$ cat src/rtl/pulse_sequencer.sv
// pulse_sequencer: two-pulse echo sequencer (P1, gap, P2) with scope sync and
// receiver-protect block gate. Timing parameters are shadowed at each period
// boundary so live register updates only ever affect the next whole period.
//
// Ports:
//   clk, rst      system clock, synchronous active-high reset
//   run           sequencer enable, sampled at period boundaries
//   per           period in cycles (floored to MIN_PERIOD)
//   p1wid, del,
//   p2wid         P1 width, P1-end to P2-start gap, P2 width (cycles)
//   pu, bl        P1 enable, block-gate enable
//   p_bl          extra block hold after P2 end (cycles)
//   p_bl_off      block-open window length (cycles)
//   sync, p1, p2, blk, busy   registered sequence outputs
//   per_cnt       completed-period counter (wraps)
module pulse_sequencer #(
  parameter logic [31:0] MIN_PERIOD = 32'd4,
  parameter logic [31:0] SYNC_LEN   = 32'd40
) (
  input  logic        clk,
  input  logic        rst,
  input  logic        run,
  input  logic [31:0] per,
  input  logic [31:0] p1wid,
  input  logic [31:0] del,
  input  logic [31:0] p2wid,
  input  logic        pu,
  input  logic        bl,
  input  logic [7:0]  p_bl,
  input  logic [15:0] p_bl_off,
  output logic        sync,
  output logic        p1,
  output logic        p2,
  output logic        blk,
  output logic        busy,
  output logic [15:0] per_cnt
);

  localparam int unsigned CW = 32;
  localparam int unsigned EW = 34;

  typedef enum logic {IDLE, RUN} state_t;

  state_t          state, state_nxt;
  logic [CW-1:0]   cnt, cnt_nxt;
  logic [CW-1:0]   per_s;
  logic            pu_s, bl_s;
  logic [EW-1:0]   e1, e2, e3, e4, e5;
  logic [EW-1:0]   e1_c, e2_c, e3_c, e4_c, e5_c;
  logic [EW-1:0]   k_c;
  logic [CW-1:0]   per_floor_c;
  logic            load_c, per_end_c;
  logic            sync_nxt, p1_nxt, p2_nxt, blk_nxt, busy_nxt;

  // Edge offsets from live inputs; 34 bits so the sums can never wrap.
  always_comb begin
    e1_c        = EW'(p1wid);
    e2_c        = e1_c + EW'(del);
    e3_c        = e2_c + EW'(p2wid);
    e4_c        = e3_c + EW'(p_bl);
    e5_c        = e4_c + EW'(p_bl_off);
    per_floor_c = (per < MIN_PERIOD) ? MIN_PERIOD : per;
  end

  // Next-state, load decision and next output values.
  always_comb begin
    state_nxt = state;
    cnt_nxt   = cnt;
    load_c    = 1'b0;
    per_end_c = 1'b0;
    sync_nxt  = 1'b0;
    p1_nxt    = 1'b0;
    p2_nxt    = 1'b0;
    blk_nxt   = 1'b0;
    busy_nxt  = 1'b0;
    k_c       = EW'(cnt);
    case (state)
      IDLE: begin
        if (run) begin
          load_c    = 1'b1;
          cnt_nxt   = '0;
          state_nxt = RUN;
        end
      end
      RUN: begin
        cnt_nxt  = cnt + 32'd1;
        busy_nxt = 1'b1;
        sync_nxt = (cnt < SYNC_LEN);
        p1_nxt   = pu_s & (k_c < e1);
        p2_nxt   = (k_c >= e2) & (k_c < e3);
        blk_nxt  = bl_s & ~((k_c >= e4) & (k_c < e5));
        // Last cycle of the period: reload seamlessly or drop back to IDLE.
        if (cnt == per_s - 32'd1) begin
          per_end_c = 1'b1;
          cnt_nxt   = '0;
          if (run) begin
            load_c = 1'b1;
          end else begin
            state_nxt = IDLE;
          end
        end
      end
      default: begin
        state_nxt = IDLE;
        cnt_nxt   = '0;
      end
    endcase
  end

  // State, counters, shadows and registered outputs.
  always_ff @(posedge clk) begin
    if (rst) begin
      state   <= IDLE;
      cnt     <= '0;
      per_cnt <= '0;
      per_s   <= MIN_PERIOD;
      pu_s    <= 1'b0;
      bl_s    <= 1'b0;
      e1      <= '0;
      e2      <= '0;
      e3      <= '0;
      e4      <= '0;
      e5      <= '0;
      sync    <= 1'b0;
      p1      <= 1'b0;
      p2      <= 1'b0;
      blk     <= 1'b0;
      busy    <= 1'b0;
    end else begin
      state <= state_nxt;
      cnt   <= cnt_nxt;
      if (per_end_c) begin
        per_cnt <= per_cnt + 16'd1;
      end
      if (load_c) begin
        per_s <= per_floor_c;
        pu_s  <= pu;
        bl_s  <= bl;
        e1    <= e1_c;
        e2    <= e2_c;
        e3    <= e3_c;
        e4    <= e4_c;
        e5    <= e5_c;
      end
      sync <= sync_nxt;
      p1   <= p1_nxt;
      p2   <= p2_nxt;
      blk  <= blk_nxt;
      busy <= busy_nxt;
    end
  end

endmodule

$ cat config.mk
export PLATFORM = sky130hd
export DESIGN_NAME = pulse_sequencer
export DESIGN_NICKNAME = d
export VERILOG_FILES = /design/src/rtl/pulse_sequencer.sv
export SDC_FILE = /design/constraint.sdc
export NUM_CORES = 1
export LEC_CHECK = 0
export ABC_CLOCK_PERIOD_IN_PS = 5600
export BUFFER_PORTS_ARGS = -buffer_cell sky130_fd_sc_hd__clkbuf_2
export CAP_MARGIN = 10
export CORE_MARGIN = 3
export CORE_UTILIZATION = 52
export DETAILED_ROUTE_END_ITERATION = 7
export HOLD_SLACK_MARGIN = 0.08
export PLACE_DENSITY_LB_ADDON = 0.12
export SYNTH_ARGS = -nofsm -noshare
export SYNTH_HDL_FRONTEND = slang
export SYNTH_SLANG_ARGS = --single-unit
$ cat constraint.sdc
create_clock -name clk -period 5.6 [get_ports clk]
set_input_delay 0.28 -clock clk [delete_from_list [all_inputs] [get_ports clk]]
set_output_delay 0.28 -clock clk [all_outputs]
set_load 0.005 [all_outputs]
==> out/qor.txt, run 1 <==
# rows: 70
Synth area leaders: dfxtp_1, ha_1, a21oi_1, nand2_1, inv_1
Outcome: finished, violations left
Crit-path leading delay family: simple AND/OR/NAND/NOR gates
1st-pass router iterations: 5
Largest net degree at the start of global routing: 132
Gr ovfl total: 0
Rel. slew slack: 38.8%
Startpoint Class: input pin
Yosys warns: 0
Top_reg_cell synth: dfxtp_1
Period utilization: 101%
Crit path DAT: 6140 ps
CP max-delay cell: or4b_4
Final Critical Period: 5640 ps
Dpl hpwl: 45,400 um
Register area: 5100 sq um
CTS buffer count: 31
Core area: 37,000 sq um
Setup TNS: -44.7 ps
DRC errors left: 0
DRT iter0 DRCs: 1,019
Syn Area/Cell: 7.59 sq um
Antenna viol nets, final: 0
HP Class: input pin to flop
Max stage delay on crit path: 540 ps
Async SR Flop Fraction: 0%
Pre-CTS setup slack: -746 ps
Wire length per cell: 16.7 um
Initial Utilization: 53.5%
Routing usage on met1: 36.1%
GP Congestion: 0.922
Most frequent cells in the layout: nand2_1, buf_4, a21oi_1, dfxtp_1, ha_1
Post-synth cell types: 94
Failing checks: negative setup slack
Clk sinks: 255
Clock latency on the worst-skew pair: 600 ps
Final setup fails: 2
GRT Total Usage: 28.3%
Routed Wire Length: 60,700 um
IO Pins: 178
Max Clock Skew: 11.7 ps
Global-route wire length before repair: 96,400 um
RR Endpoint: e3[13]$_SDFFE_PP0P_
Mapped Cells: 2,612
Synth Register Bits: 255
Die X: 201 um
CP Buf/Inv Count: 5
Max frequency: 177 MHz
Fin. Hold Viols: 0
Worst VDD drop: 0.238 mV
Area of the multi-input gates: 13,900 sq um
Height of the die: 201 um
Pwr Density: 353 nW/um^2
# H-tree levels: 1
CTS Buffer Depth: 3
Synth area leader: dfxtp_1
Initial antenna violation count: 0
Crit Path Class: input pin to flop
Cell depth of the worst setup path: 32
Vias in the first global route: 19,900
Clk root buf: clkbuf_16
CP Data Required Time: 6100 ps
Via/cell ratio: 5.61
RSZ-0062 raised after global routing: true
FF-to-FF path depth: 14
Sequential share of the synthesized area: 25.8%
Clk slew on worst S/H paths: 60 ps
I/O Buffers: 177
Commonest non-fill, non-tap cell in the layout: nand2_1
Global routing's busiest layer: met2
Post-synth EDFFs: 0
GR Util met2: 50.4%
Area of the die: 40,500 sq um
Mapped Area: 19,800 sq um
N_diodes: 0
Min-delay src: p_bl[0]
Leak Pwr: 11.5 nW
CTS tree: done
Max Cap Viol: 0
Top-area cell type share of the netlist area: 25.8%
Fillcell total: 3,155
Met3 Track Usage GR: 2.64%
Slack of the critical path: -42.5 ps
Final max-slew violation count: 0
Vias: 20,400
Flop2flop setup slack: 730 ps
Syn_nets: 3,021
Fin nets: 3,519
Hold EP: e4[0]$_SDFFE_PP0P_
Worst r2r src: per_s[0]$_SDFFE_PP0P_
Tightest Pin Transition: 918 ps
Hold depth: 4
Layout cells sized above 1: 21.3%
Critical Path Fanout Max: 4
Area Growth Syn to Fin: 29.2%
CP Capture Type: flop
-- routing by layer --
| layer | up-vias | part of all wire [%] |
|---|---|---|
| li1 | 10200 | - |
| met1 | 9578 | 44 |
| met2 | 493 | 48 |
| met3 | 110 | 4.2 |
| met4 | 0 | 3.2 |
| met5 | - | 0 |
-- synthesized netlist by cell type, drive strengths merged (9+ instances only) --
library cell	number
dfxtp	255
o211ai	14
nand2	386
nor3	53
or2	12
clkbuf	84
a31oi	16
nand2b	30
inv	197
xnor2	83
o21bai	9
a21o	77
o31ai	10
ha	248
nor2b	27
or4	10
a211oi	49
and4	13
nor2	182
o21a	18
or3	18
and3	35
nand3b	14
and2	12
nor3b	16
a21oi	301
nor4	39
nand3	42
nand4	51
xor2	67
buf	26
o21ai	114
-- worst max path at each step --
stage	from	endpoint	slack, ps
6_report	p1wid[0]	e5[32]$_SDFFE_PP0P_	-40
5_1_grt	p1wid[0]	e5[31]$_SDFFE_PP0P_	-320
4_1_cts	p1wid[0]	e5[29]$_SDFFE_PP0P_	8
3_5_place_dp	p1wid[0]	e5[30]$_SDFFE_PP0P_	-750
3_3_place_gp	p1wid[0]	e5[30]$_SDFFE_PP0P_	-540
2_1_floorplan	p1wid[1]	e5[30]$_SDFFE_PP0P_	-240
-- cell families (layout without fill, tap and decap cells) --
family                     Yosys count  count (layout)  synth area share [%]
adders and majority gates          252             252                  16.1
xor gates and xnor gates           150             150                  6.74
buffers and inverters              307             829                  5.99
AOI/OAI and AO/OA                  684             684                  21.4
DFF                                255             255                  25.8
muxes                                8               8                 0.417
and+or+nand+nor                    956             956                  23.6
-- power breakdown --
| part | total, W | internal (W) | leakage, nW | switching [W] |
|---|---|---|---|---|
| logic | 0.00476 | 0.00232 | 8.88 | 0.00244 |
| registers | 0.00212 | 0.00201 | 2.09 | 0.000104 |
| clock network | 0.00216 | 0.00133 | 0.540 | 0.000833 |
-- repair_timing --
| item | 4_1_cts | 5_1_grt |
|---|---|---|
| setup endpoints to repair | 7 | 22 |
| hold buffers | 68 | 0 |
| pin swaps | 1 | 33 |
| gates resized for setup | 4 | 74 |
| setup buffers | 0 | 16 |
| hold endpoints to repair | 68 | 0 |
-- area by class of cell --
class / count / share of cell area (%)
clock buffer: 51 / 3.83
clock inverter: 6 / 0.479
inverter: 197 / 2.89
multi-input combinational: 2050 / 54.2
sequential: 255 / 19.9
tap: 504 / 2.46
timing repair buffer: 575 / 16.2
-- per-stage QoR --
stage / power [W] / hold WS (ps) / utilization, % / instance area (sq um) / instances
3_5_place_dp: 0.00655 / 446 / 63.1 / 23400 / 3497
5_1_grt: 0.00964 / 170 / 69.1 / 25600 / 3638
2_1_floorplan: 0.00483 / 401 / - / 19900 / 2612
4_1_cts: 0.00878 / 139 / 67.9 / 25200 / 3622
3_3_place_gp: 0.00643 / 438 / 63.1 / 23400 / 3497
6_report: 0.00904 / 155 / 69.1 / 25600 / 3638
-- sequential cells by signal (all words and copies together) (netlist names), 16 cells and up --
register / count
e1: 32
per_cnt: 16
e2: 33
e3: 34
e5: 34
per_s: 32
cnt: 32
e4: 34
-- tightest hold or removal path, stage by stage --
cell,delay (ps)
clkbuf_2,80
ha_1,180
nand2_1,60
a21oi_1,110
Power figures use the tool's default switching activity.
==> run 2, diff against run 1 <==
Settings changed: ABC_CLOCK_PERIOD_IN_PS 5600 to 6300.
Clock period 5.6 ns to 6.3 ns, I/O delays scaled along.
==> run 2 against run 1 <==
Net effect: the run now ends clean; register-to-register slack got worse by 220 ps; largest power group unchanged; first-iteration DRC count fell by 2.6%; sequential cell count did not move; clock power fell by 9%; final area fell by 6.7%.
==> out/qor.txt, run 2 (synthesis results as in run 1) <==
Worst VDD drop: 0.196 mV
Largest net degree at the start of global routing: 190
DRC errors left: 0
Fin nets: 3,324
Rel. slew slack: 35.9%
Slack of the critical path: 274 ps
Final Critical Period: 6030 ps
CTS Buffer Depth: 3
Crit path DAT: 6510 ps
Hold EP: e1[1]$_SDFFE_PP0P_
Crit-path leading delay family: compound AO/OA/AOI/OAI gates
Flop2flop setup slack: 510 ps
Vias: 19,400
Leak Pwr: 10.5 nW
Via/cell ratio: 5.65
Commonest non-fill, non-tap cell in the layout: nand2_1
# H-tree levels: 1
CP Data Required Time: 6780 ps
Worst r2r src: per_s[4]$_SDFFE_PP0P_
Setup TNS: 0 ps
Initial Utilization: 53.5%
Layout cells sized above 1: 15.0%
Antenna viol nets, final: 0
Dpl hpwl: 43,200 um
Max Clock Skew: 19.1 ps
Area of the die: 40,500 sq um
Final Cell Area: 23,900 sq um
Clk slew on worst S/H paths: 60 ps
Core area: 37,000 sq um
Tightest Pin Transition: 961 ps
FF-to-FF path depth: 12
Die X: 201 um
GP Congestion: 0.932
Clock latency on the worst-skew pair: 590 ps
CTS buffer count: 30
N_diodes: 0
Fin. Hold Viols: 0
Final max-slew violation count: 0
Critical Path Fanout Max: 5
Startpoint Class: input pin
# rows: 70
Largest regs: e3: 34 flops, e4: 34 flops, e5: 34 flops
GRT Total Usage: 27.4%
Initial antenna violation count: 0
Wire length per cell: 16.7 um
Max stage delay on crit path: 540 ps
1st-pass router iterations: 6
Most frequent cells in the layout: nand2_1, a21oi_1, dfxtp_1, ha_1, inv_1
CP Buf/Inv Count: 2
Clk root buf: clkbuf_16
I/O Buffers: 177
Outcome: finished, final reports clean
Min-delay src: p1wid[1]
Gr ovfl total: 0
Max frequency: 166 MHz
Area post-placement: 22,000 sq um
Crit Path Class: input pin to flop
DRT iter0 DRCs: 992
Period utilization: 95.6%
Height of the die: 201 um
Vias in the first global route: 19,200
Area Growth Syn to Fin: 20.5%
IO Pins: 178
Pwr Density: 311 nW/um^2
Global-route wire length before repair: 93,200 um
CP max-delay cell: dlygate4sd3_1
Pre-CTS setup slack: -209 ps
Routed Wire Length: 57,500 um
Final setup fails: 0
RR Endpoint: e3[13]$_SDFFE_PP0P_
Max Cap Viol: 0
Hold depth: 4
CP Capture Type: flop
Top cell by count, worst path: ha_1
CTS tree: done
HP Class: input pin to flop
Clk sinks: 255
-- run 2: timing repair --
item	4_1_cts	5_1_grt
setup buffers	0	4
hold buffers	66	0
endpoints found under the setup margin	0	14
endpoints found under the hold margin	66	0
resized for setup	0	32
-- run 2: final cells by class --
class / instances / area, sq um
repair buffers: 381 / 2640
clock buffers: 33 / 792
fillers: 3356 / 13200
flip-flops and latches: 255 / 5100
multi-input cells: 2050 / 13600
clock inverters: 19 / 328
well taps: 504 / 631
inverters: 197 / 739
-- run 2: worst max path at each step --
stage              from                  end  slack (ps)  depth (start not counted)
2_1_floorplan  p1wid[1]  e5[30]$_SDFFE_PP0P_         190                         26
4_1_cts        p1wid[3]  e5[33]$_SDFFE_PP0P_         150                         30
5_1_grt        p1wid[0]  e5[30]$_SDFFE_PP0P_         -50                         29
3_5_place_dp   p1wid[1]  e5[33]$_SDFFE_PP0P_        -210                         30
6_report       p1wid[3]  e5[30]$_SDFFE_PP0P_         270                         27
3_3_place_gp   p1wid[1]  e5[33]$_SDFFE_PP0P_          40                         30
-- run 2: per-layer routing --
| metal | up-vias | part of all wire (%) | GRT usage, % |
|---|---|---|---|
| met3 | 129 | 4.5 | 2.88 |
| met4 | 0 | 4.2 | 10.6 |
| met2 | 473 | 46 | 47.5 |
| li1 | 9808 | - | - |
| met1 | 9005 | 45 | 35.1 |
| met5 | - | 0 | 0 |
-- run 2: power breakdown --
part,switching [W],total [W],internal [W],leakage (nW)
registers,0.0000941,0.00188,0.00179,2.09
logic,0.00198,0.00359,0.00160,7.86
clock network,0.000737,0.00197,0.00123,0.544
total,0.00281,0.00744,0.00462,10.5
-- run 2: worst min-delay path: stages --
cell and delay (ps):
clkbuf_2 90, buf_4 130, nand2_1 50, a21oi_1 50
-- run 2: through the flow --
stage          utilization, %  hold slack (ps)  instances  power (W)
2_1_floorplan               -              432       2612    0.00427
4_1_cts                  64.1             83.2       3435    0.00738
3_5_place_dp             59.3              445       3317    0.00535
5_1_grt                  64.5             98.3       3439    0.00796
6_report                 64.5              102       3439    0.00744
3_3_place_gp             59.3              438       3317    0.00527
==> run 3, diff against run 2 <==
Settings changed: GPL_TIMING_DRIVEN set to 0.
==> run 3 against run 2 <==
Net effect: sequential cell count stayed put; setup slack worse by 31 ps; die area stayed put; maximum frequency is 0.51% lower; non-clock buffer count is 8 lower; global-route usage is 4.6 points higher; first-iteration DRC count is 9.7% higher; hold slack better by 76 ps; sequential share of layout area is 0.19 points higher; register-to-register slack better by 100 ps; routed wire length is 17% higher; final area is 0.87% lower; critical path type unchanged.
==> out/qor.txt, run 3 (synthesis results as in run 1) <==
Area of the die: 40,500 sq um
GRT Total Usage: 32.0%
Initial antenna violation count: 0
Period utilization: 96.1%
CP Data Required Time: 6680 ps
# rows: 70
Height of the die: 201 um
Crit Path Class: input pin to flop
Commonest non-fill, non-tap cell in the layout: nand2_1
Max stage delay on crit path: 400 ps
Dpl hpwl: 52,600 um
Initial Utilization: 53.5%
Vias in the first global route: 19,700
Hold depth: 4
Internal: 0.00446 W
CTS Buffer Depth: 3
Reg power frac: 25.4%
DRT iter0 DRCs: 1,088
Setup TNS: 0 ps
Fin. Hold Viols: 0
Largest regs: e3: 34 flops, e4: 34 flops, e5: 34 flops
Clk sinks: 255
Clock network power share: 27.5%
Flop2flop setup slack: 610 ps
Vias: 20,000
DRC errors left: 0
Worst VDD drop: 0.174 mV
Combinational share of power: 47.1%
Most frequent cells in the layout: nand2_1, a21oi_1, dfxtp_1, ha_1, inv_1
Max Clock Skew: 17.8 ps
Net switching power: 0.00292 W
Final Critical Period: 6060 ps
Wire length per cell: 19.5 um
Outcome: finished, final reports clean
Clk slew on worst S/H paths: 60 ps
CTS buffer count: 34
Pwr Density: 312 nW/um^2
Largest net degree at the start of global routing: 14
# H-tree levels: 2
Global-route wire length before repair: 103,000 um
Antenna viol nets, final: 0
Slack of the critical path: 243 ps
Routed Wire Length: 67,200 um
GP Congestion: 0.950
Core area: 37,000 sq um
Clk root buf: clkbuf_16
Final max-slew violation count: 0
Layout cells sized above 1: 13.3%
Crit path DAT: 6440 ps
Die X: 201 um
Area Growth Syn to Fin: 19.5%
Startpoint Class: input pin
Fin util: 63.9%
Via/cell ratio: 5.82
IO Pins: 178
FF-to-FF path depth: 14
I/O Buffers: 176
Pre-CTS setup slack: -1180 ps
Max frequency: 165 MHz
HP Class: input pin to flop
Max Cap Viol: 0
Final setup fails: 0
WHS: 179 ps
Gr ovfl total: 0
CP max-delay cell: fa_1
1st-pass router iterations: 5
CTS tree: done
Critical Path Fanout Max: 6
Leak Pwr: 10.2 nW
N_diodes: 0
Tightest Pin Transition: 1150 ps
Rel. slew slack: 23.1%
Switch share: 39.6%
Clock latency on the worst-skew pair: 550 ps
Fin nets: 3,320
CP Capture Type: flop
## run 3: metal layers
| metal | global-route usage (%) | vias to the layer above | wire [um] |
|---|---|---|---|
| met3 | 4.71 | 164 | 3720 |
| met4 | 15.7 | 0 | 3630 |
| li1 | - | 9826 | - |
| met5 | 0 | - | 0 |
| met2 | 56.2 | 620 | 31800 |
| met1 | 38.3 | 9389 | 28000 |
## run 3: path summary, 6_finish.rpt
kind	to	startpoint
worst max register to register	per_s[2]$_SDFFE_PP1P_	per_s[4]$_SDFFE_PP0P_
worst min-delay path	e5[0]$_SDFFE_PP0P_	p_bl_off[0]
worst min register to register	e5[9]$_SDFFE_PP0P_	e5[9]$_SDFFE_PP0P_
worst max-delay path	e5[27]$_SDFFE_PP0P_	p1wid[0]
## run 3: stage by stage
stage                     std cells  power, W  cell area, sq um
final                          3439   0.00739             23700
after global routing           3439   0.00784             23700
after CTS                      3427   0.00719             23300
after detailed placement       3292   0.00504             21300
after global placement         3292   0.00495             21300
after floorplan                2612   0.00427             19800
## run 3: area by class of cell
type / count / area [sq um]
multi-input cells: 2050 / 13900
well taps: 504 / 631
plain buffers: 105 / 439
flip-flops and latches: 255 / 5100
clock buffers: 45 / 973
fillers: 3408 / 13400
inverters: 197 / 739
repair buffers: 268 / 1740
clock inverters: 15 / 181
## run 3: timing repair
item                                    CTS  global route
pin swaps                                 9            21
endpoints found under the setup margin   13            13
gates resized for setup                  23            57
hold buffers                             67             0
endpoints found under the hold margin    67             0
buffers inserted                         11            14
## run 3: worst max-delay path, delay by kind of cell
family / cells / cell delay (ps)
adder cells (fa/ha/maj): 5 / 1490
buffers and inverters: 4 / 540
XOR/XNOR: 4 / 660
AO/OA/AOI/OAI: 11 / 1670
AND/OR/NAND/NOR: 9 / 1740
## run 3: power by group through the flow
| stage | logic, W | clock network, W | registers [W] |
|---|---|---|---|
| after floorplan | 0.00238 | 0 | 0.00189 |
| after global placement | 0.00304 | 0 | 0.00191 |
| after detailed placement | 0.00313 | 0 | 0.00191 |
| after CTS | 0.00325 | 0.00206 | 0.00188 |
| after global routing | 0.00382 | 0.00212 | 0.00190 |
| final | 0.00348 | 0.00203 | 0.00188 |
